**config.mk**
```make
export PLATFORM = sky130hd
export DESIGN_NAME = tlul_host_arb
export DESIGN_NICKNAME = d
export VERILOG_FILES = /design/src/rtl/tlul_host_arb.sv
export SDC_FILE = /design/constraint.sdc
export NUM_CORES = 1
export LEC_CHECK = 0
export ABC_AREA = 1
export CAP_MARGIN = 0
export CORE_AREA = 2 2 199 201
export CTS_BUF_LIST = sky130_fd_sc_hd__clkbuf_2
export CTS_CLUSTER_SIZE = 25
export DETAILED_ROUTE_END_ITERATION = 8
export DIE_AREA = 0 0 201 203
export GPL_ROUTABILITY_DRIVEN = 0
export GPL_TIMING_DRIVEN = 0
export PLACE_DENSITY = 0.36
export SYNTH_ARGS = -nofsm -noshare
export SYNTH_HDL_FRONTEND = slang
export SYNTH_SLANG_ARGS = --single-unit
```
**constraint.sdc**
```tcl
create_clock -name clk_i -period 2.3 [get_ports clk_i]
set_input_delay 0.46 -clock clk_i [delete_from_list [all_inputs] [get_ports clk_i]]
set_output_delay 0.46 -clock clk_i [all_outputs]
set_load 0.01 [all_outputs]
```
**src/rtl/tlul_host_arb.sv**
```systemverilog
// Round-robin arbiter sharing one TL-UL device port among NumHosts hosts, one transaction in flight.
// Optional D-channel timeout with error response is enabled by defining TLUL_HOST_ARB_TIMEOUT_EN.

package tlul_host_arb_pkg;

    localparam logic [2:0] OpPutFull       = 3'h0;
    localparam logic [2:0] OpPutPartial    = 3'h1;
    localparam logic [2:0] OpGet           = 3'h4;
    localparam logic [2:0] OpAccessAck     = 3'h0;
    localparam logic [2:0] OpAccessAckData = 3'h1;

    typedef struct packed {
        logic        a_valid;
        logic [2:0]  a_opcode;
        logic [2:0]  a_param;
        logic [1:0]  a_size;
        logic [7:0]  a_source;
        logic [31:0] a_address;
        logic [3:0]  a_mask;
        logic [31:0] a_data;
        logic [15:0] a_user;
        logic        d_ready;
    } tl_h2d_t;

    typedef struct packed {
        logic        d_valid;
        logic [2:0]  d_opcode;
        logic [2:0]  d_param;
        logic [1:0]  d_size;
        logic [7:0]  d_source;
        logic        d_sink;
        logic [31:0] d_data;
        logic [15:0] d_user;
        logic        d_error;
        logic        a_ready;
    } tl_d2h_t;

endpackage

module tlul_host_arb
    import tlul_host_arb_pkg::*;
#(
    parameter int unsigned NumHosts      = 2,
    parameter int unsigned TimeoutCycles = 255
) (
    input  logic                clk_i,
    input  logic                rst_ni,
    input  tl_h2d_t             tl_h_i [NumHosts],
    output tl_d2h_t             tl_h_o [NumHosts],
    output tl_h2d_t             tl_d_o,
    input  tl_d2h_t             tl_d_i,
    output logic [NumHosts-1:0] gnt_o,
    output logic                busy_o,
    output logic                timeout_o
);

    localparam int unsigned HW = $clog2(NumHosts);

    typedef enum logic [2:0] {StIdle, StAddr, StResp, StErsp, StDrain} state_e;

    state_e          r_state, w_state_nxt;
    logic [HW-1:0]   r_gnt, r_rr, w_winner, w_sel;
    logic            w_found, w_a_hs;
    int unsigned     w_idx;

    // First requester searching upward from the host after the last winner.
    always_comb begin
        w_found  = 1'b0;
        w_winner = '0;
        w_idx    = 0;
        w_sel    = '0;
        for (int unsigned i = 1; i <= NumHosts; i++) begin
            w_idx = (32'(r_rr) + i) % NumHosts;
            w_sel = HW'(w_idx);
            if (!w_found && tl_h_i[w_sel].a_valid) begin
                w_found  = 1'b1;
                w_winner = w_sel;
            end
        end
    end

    assign w_a_hs = (r_state == StAddr) && tl_h_i[r_gnt].a_valid && tl_d_i.a_ready;

    always_ff @(posedge clk_i or negedge rst_ni) begin
        if (!rst_ni) begin
            r_state <= StIdle;
            r_gnt   <= '0;
            r_rr    <= HW'(NumHosts - 1);
        end else begin
            r_state <= w_state_nxt;
            if (r_state == StIdle && w_found) begin
                r_gnt <= w_winner;
                r_rr  <= w_winner;
            end
        end
    end

`ifdef TLUL_HOST_ARB_TIMEOUT_EN
    localparam int unsigned CntW = $clog2(TimeoutCycles + 1);

    logic [CntW-1:0] r_timer;
    logic [2:0]      r_opcode;
    logic [1:0]      r_size;
    logic [7:0]      r_source;

    always_ff @(posedge clk_i or negedge rst_ni) begin
        if (!rst_ni) begin
            r_timer  <= '0;
            r_opcode <= '0;
            r_size   <= '0;
            r_source <= '0;
        end else if (w_a_hs) begin
            r_timer  <= '0;
            r_opcode <= tl_h_i[r_gnt].a_opcode;
            r_size   <= tl_h_i[r_gnt].a_size;
            r_source <= tl_h_i[r_gnt].a_source;
        end else if (r_state == StResp) begin
            r_timer <= r_timer + CntW'(1);
        end
    end

    assign timeout_o = (r_state == StResp) && !tl_d_i.d_valid
                       && (r_timer == CntW'(TimeoutCycles - 1));
`else
    assign timeout_o = 1'b0;
`endif

    always_comb begin
        w_state_nxt = r_state;
        tl_d_o      = '0;
        for (int unsigned k = 0; k < NumHosts; k++) begin
            tl_h_o[k] = '0;
        end
        unique case (r_state)
            StIdle: begin
                if (w_found) w_state_nxt = StAddr;
            end
            StAddr: begin
                // a_user passes through untouched so integrity checks downstream still hold.
                tl_d_o                 = tl_h_i[r_gnt];
                tl_d_o.d_ready         = 1'b0;
                tl_h_o[r_gnt].a_ready  = tl_d_i.a_ready;
                if (w_a_hs) w_state_nxt = StResp;
            end
            StResp: begin
                tl_h_o[r_gnt]         = tl_d_i;
                tl_h_o[r_gnt].a_ready = 1'b0;
                tl_d_o.d_ready        = tl_h_i[r_gnt].d_ready;
                if (tl_d_i.d_valid && tl_h_i[r_gnt].d_ready) begin
                    w_state_nxt = StIdle;
                end else if (timeout_o) begin
                    w_state_nxt = StErsp;
                end
            end
`ifdef TLUL_HOST_ARB_TIMEOUT_EN
            StErsp: begin
                tl_h_o[r_gnt].d_valid  = 1'b1;
                tl_h_o[r_gnt].d_error  = 1'b1;
                tl_h_o[r_gnt].d_data   = '1;
                tl_h_o[r_gnt].d_opcode = (r_opcode == OpGet) ? OpAccessAckData : OpAccessAck;
                tl_h_o[r_gnt].d_size   = r_size;
                tl_h_o[r_gnt].d_source = r_source;
                if (tl_h_i[r_gnt].d_ready) w_state_nxt = StDrain;
            end
            StDrain: begin
                // Late device response is swallowed; the host already got its error.
                tl_d_o.d_ready = 1'b1;
                if (tl_d_i.d_valid) w_state_nxt = StIdle;
            end
`endif
            default: w_state_nxt = StIdle;
        endcase
    end

    always_comb begin
        gnt_o = '0;
        if (r_state != StIdle) gnt_o[r_gnt] = 1'b1;
    end

    assign busy_o = (r_state != StIdle);

    params_a: assert property (@(posedge clk_i)
        NumHosts >= 2 && NumHosts <= 8 && TimeoutCycles >= 1);

    // Withdrawing a_valid before acceptance is a host protocol violation; the grant is kept.
    a_valid_held_a: assert property (@(posedge clk_i) disable iff (!rst_ni)
        (r_state == StAddr) |-> tl_h_i[r_gnt].a_valid);

endmodule

```
==> out/results.txt <==
Based on the critical path, the design can be clocked at up to 434 MHz. The run gives 1656 as the post-layout instance count excluding filler cells. The run gives 0 as the final-report max-slew violation count.

For the total count of hold-check failures in the final report, the log shows 0. Counting the fill cells in the layout gives 4515. The run gives 0.144 as the combined global-route utilization of all metal layers. The slack of the critical path was -0.00625 ns.

TritonCTS built the clock tree. In the layout the commonest cells are sky130_fd_sc_hd__clkdlybuf4s50_1 (276), sky130_fd_sc_hd__nand2_1 (210), sky130_fd_sc_hd__clkbuf_2 (87), sky130_fd_sc_hd__a21oi_1 (86), sky130_fd_sc_hd__inv_1 (74). The initial detailed-routing violation count was 217. The area taken by multi-input logic gates is 0.00278 sq mm, and the DRC violations left is 0. VDD sags by at most 322 uV. The cell count after placement was 1647; the pin count of the biggest net entering global routing was 11. For the length of the first detailed-routing pass in iterations, the log shows 4.

The tools report the starting density of the core as 0.0835. The number of nets in the synthesized netlist is 893. Setup repair after global routing could not meet its margin everywhere.

Counting along the longest clock path gives a buffer depth of 2. The final setup violation count was 1. In this run the power density over the cells is 849 mW/mm^2.

The total grt overflow was 0; the synthesized area per cell was 5.22 sq um. Hold timing on the final database bottoms out at a slack of 0.441 ns. From left edge to right edge, the die measures 201 um.

The register bit total from synthesis works out to 4. The synthesized design contains 0 enable-type register cells. For the leakage power summed over all cells, the log shows 4.20 nW. The run gives 1.84 ns as the required time of the worst setup path. The tightest min-delay check is of the in2async type. CTS placed an instance of sky130_fd_sc_hd__clkbuf_2 at the clock tree root. The flow ran to the end, but the final reports show violations. The clock transition at the registers of the reported paths works out to 0.06 ns.

Of all nets on the critical path, the largest fanout is 10. In this run the tool buffered the top-level ports with 514 buffer cells. The total wire length after detailed routing is 31.2 mm. The TritonCTS buffer count was 3. Most frequent standard cell in the layout excluding fill and tap cells: sky130_fd_sc_hd__clkdlybuf4s50_1. The sequential element share of the synthesized area was 0.0316. The footprint of the flip-flops and latches is 101 sq um, and the layout-stage area growth over the synthesis result is 179%. The maximum clock skew at final layout is 0.0102 ns, and the met1 layer usage reported by global route is 0.153. The async set or reset register ratio after synthesis is 1.00, and the die footprint is 0.0408 sq mm. The run gives 1415 as the final net count.

The wire length per cell after detailed routing works out to 18.8 um. The via-per-instance ratio came out at 3.72. The tools report the via count of the first global-routing pass as 6784. For the number of top-level pins, the log shows 516. The critical path in this run is classified as reg2out. The total area inside the core boundary comes to 0.0385 sq mm. Detailed routing inserted a total of 6157 vias. Max-cap violations in this run came to 0. Initial antenna violation count: 3. The residual antenna-violating net count after detailed routing was 0; the met2 usage in global routing was 0.275. The global routing stage identified its most utilized layer as met2. STA classifies the critical path endpoint as an output pin.

The later pin in the worst-skew pair is clocked with a latency of 0.22 ns. The first global-routing pass estimated 45.0 mm of wire. Count of hold-fix buffers inserted at cts: 0. The share of final-layout standard cells stronger than drive strength 1 is 0.302, and the pre-CTS setup slack is -0.623 ns. The number of sinks on the clock net is 4. The final cycle utilization of the critical path was 1.00; the number of warnings reported in the yosys synthesis log was 0.

For the H-tree depth reported by CTS, the log shows 1. Vertical die dimension: 203 um. Among all flip-flop cells after synthesis, the most frequent one is sky130_fd_sc_hd__dfrtp_1.

STA classifies the critical path startpoint as a flop. For the worst setup path, the data arrival time is 1.85 ns. The distinct cell type count of the synthesized netlist was 26; the HPWL reported at the end of detailed placement was 26.5 mm. The count of mapped cells out of synthesis was 615; the final critical path time including I/O delays and setup was 2.31 ns. The number of rows in the core area is 72.

The checks that failed: negative setup slack. The mapped netlist covers 0.00321 sq mm. The met3 usage in global routing is 0.0414.
## routing by layer
metal / part of all wire / vias to the layer above
li1: - / 3018
met1: 0.37 / 2758
met2: 0.52 / 344
met3: 0.085 / 35
met4: 0.032 / 2
met5: 0.00042 / -
## cell type report
type                    count  share of cell area
repair buffers            517               0.498
well taps                 518              0.0723
plain buffers              63              0.0721
inverters                  79              0.0339
multi-input cells         469               0.309
flip-flops and latches      4              0.0113
diodes                      2            0.000558
clock buffers               4             0.00223
## sequential cells by signal, indices dropped and copies added (netlist names)
signal and count:
r_state 2, r_rr 1, r_gnt 1
## synth_stat cells, types with 3 or more instances
cell type,number,area share
sky130_fd_sc_hd__buf_2,22,0.034
sky130_fd_sc_hd__inv_1,77,0.090
sky130_fd_sc_hd__nor3_2,60,0.19
sky130_fd_sc_hd__nor3_1,74,0.12
sky130_fd_sc_hd__ha_1,4,0.016
sky130_fd_sc_hd__a21oi_1,103,0.16
sky130_fd_sc_hd__dfrtp_1,3,0.023
sky130_fd_sc_hd__nand3_1,3,0.0047
sky130_fd_sc_hd__nand2_1,210,0.25
sky130_fd_sc_hd__buf_6,6,0.021
sky130_fd_sc_hd__buf_4,20,0.047
sky130_fd_sc_hd__clkbuf_1,14,0.016
## stage by stage
stage                     utilization  instance area [sq um]   TNS, ns  total power [W]
after floorplan                     -                   3210         0          0.00346
after global placement          0.234                   9000    -66.92          0.00730
after detailed placement        0.234                   9000    -66.23          0.00723
after CTS                       0.242                   9320    -0.300          0.00770
after global routing            0.233                   8970    -0.278          0.00824
final                           0.233                   8970  -0.00625          0.00761
## cells by family (layout without fill, tap and decap cells)
logic type / after synthesis / in the layout / synth area share
adders and majority gates: 4 / 4 / 0.0156
DFF: 4 / 4 / 0.0316
other: 1 / 3 / 0.00117
AOI/OAI and AO/OA: 108 / 108 / 0.171
buffers and inverters: 142 / 663 / 0.213
and+or+nand+nor: 356 / 356 / 0.568
## worst max-delay path, stage by stage, from the launching register on
cell and delay [ns]:
sky130_fd_sc_hd__dfrtp_1 0.39, sky130_fd_sc_hd__inv_2 0.09, sky130_fd_sc_hd__ha_4 0.28, sky130_fd_sc_hd__inv_6 0.06, sky130_fd_sc_hd__clkbuf_4 0.21, sky130_fd_sc_hd__nor3_2 0.29, sky130_fd_sc_hd__clkdlybuf4s15_1 0.30
## final timing paths
path                                           to                    from  slack (ns)  cells after the start
setup / recovery                       tl_h_o[81]  r_state[0]$_DFFE_PN0P_      -0.006                      6
hold / removal             r_state[0]$_DFFE_PN0P_                  rst_ni        0.44                      1
setup reg to reg           r_state[1]$_DFFE_PN0P_  r_state[1]$_DFFE_PN0P_        1.02                      6
hold reg to reg                  r_rr$_DFFE_PN1P_        r_rr$_DFFE_PN1P_        0.51                      2
max in group asynchronous        r_rr$_DFFE_PN1P_                  rst_ni        1.61                      1
min in group clk_i               r_rr$_DFFE_PN1P_        r_rr$_DFFE_PN1P_        0.51                      2
## power breakdown
part	switching, W	total (W)	leakage [nW]	internal [W]
Combinational	0.00452	0.00740	4.13	0.00288
Sequential	0.0000194	0.000130	0.0478	0.000111
Clock	0.0000337	0.0000797	0.0166	0.0000459
## repair_timing
action	CTS	global route
gates resized for setup	572	232
buffers inserted	1	2
pin swaps	1	4
endpoints found under the setup margin	239	184
(Power assumes the default switching activity.)
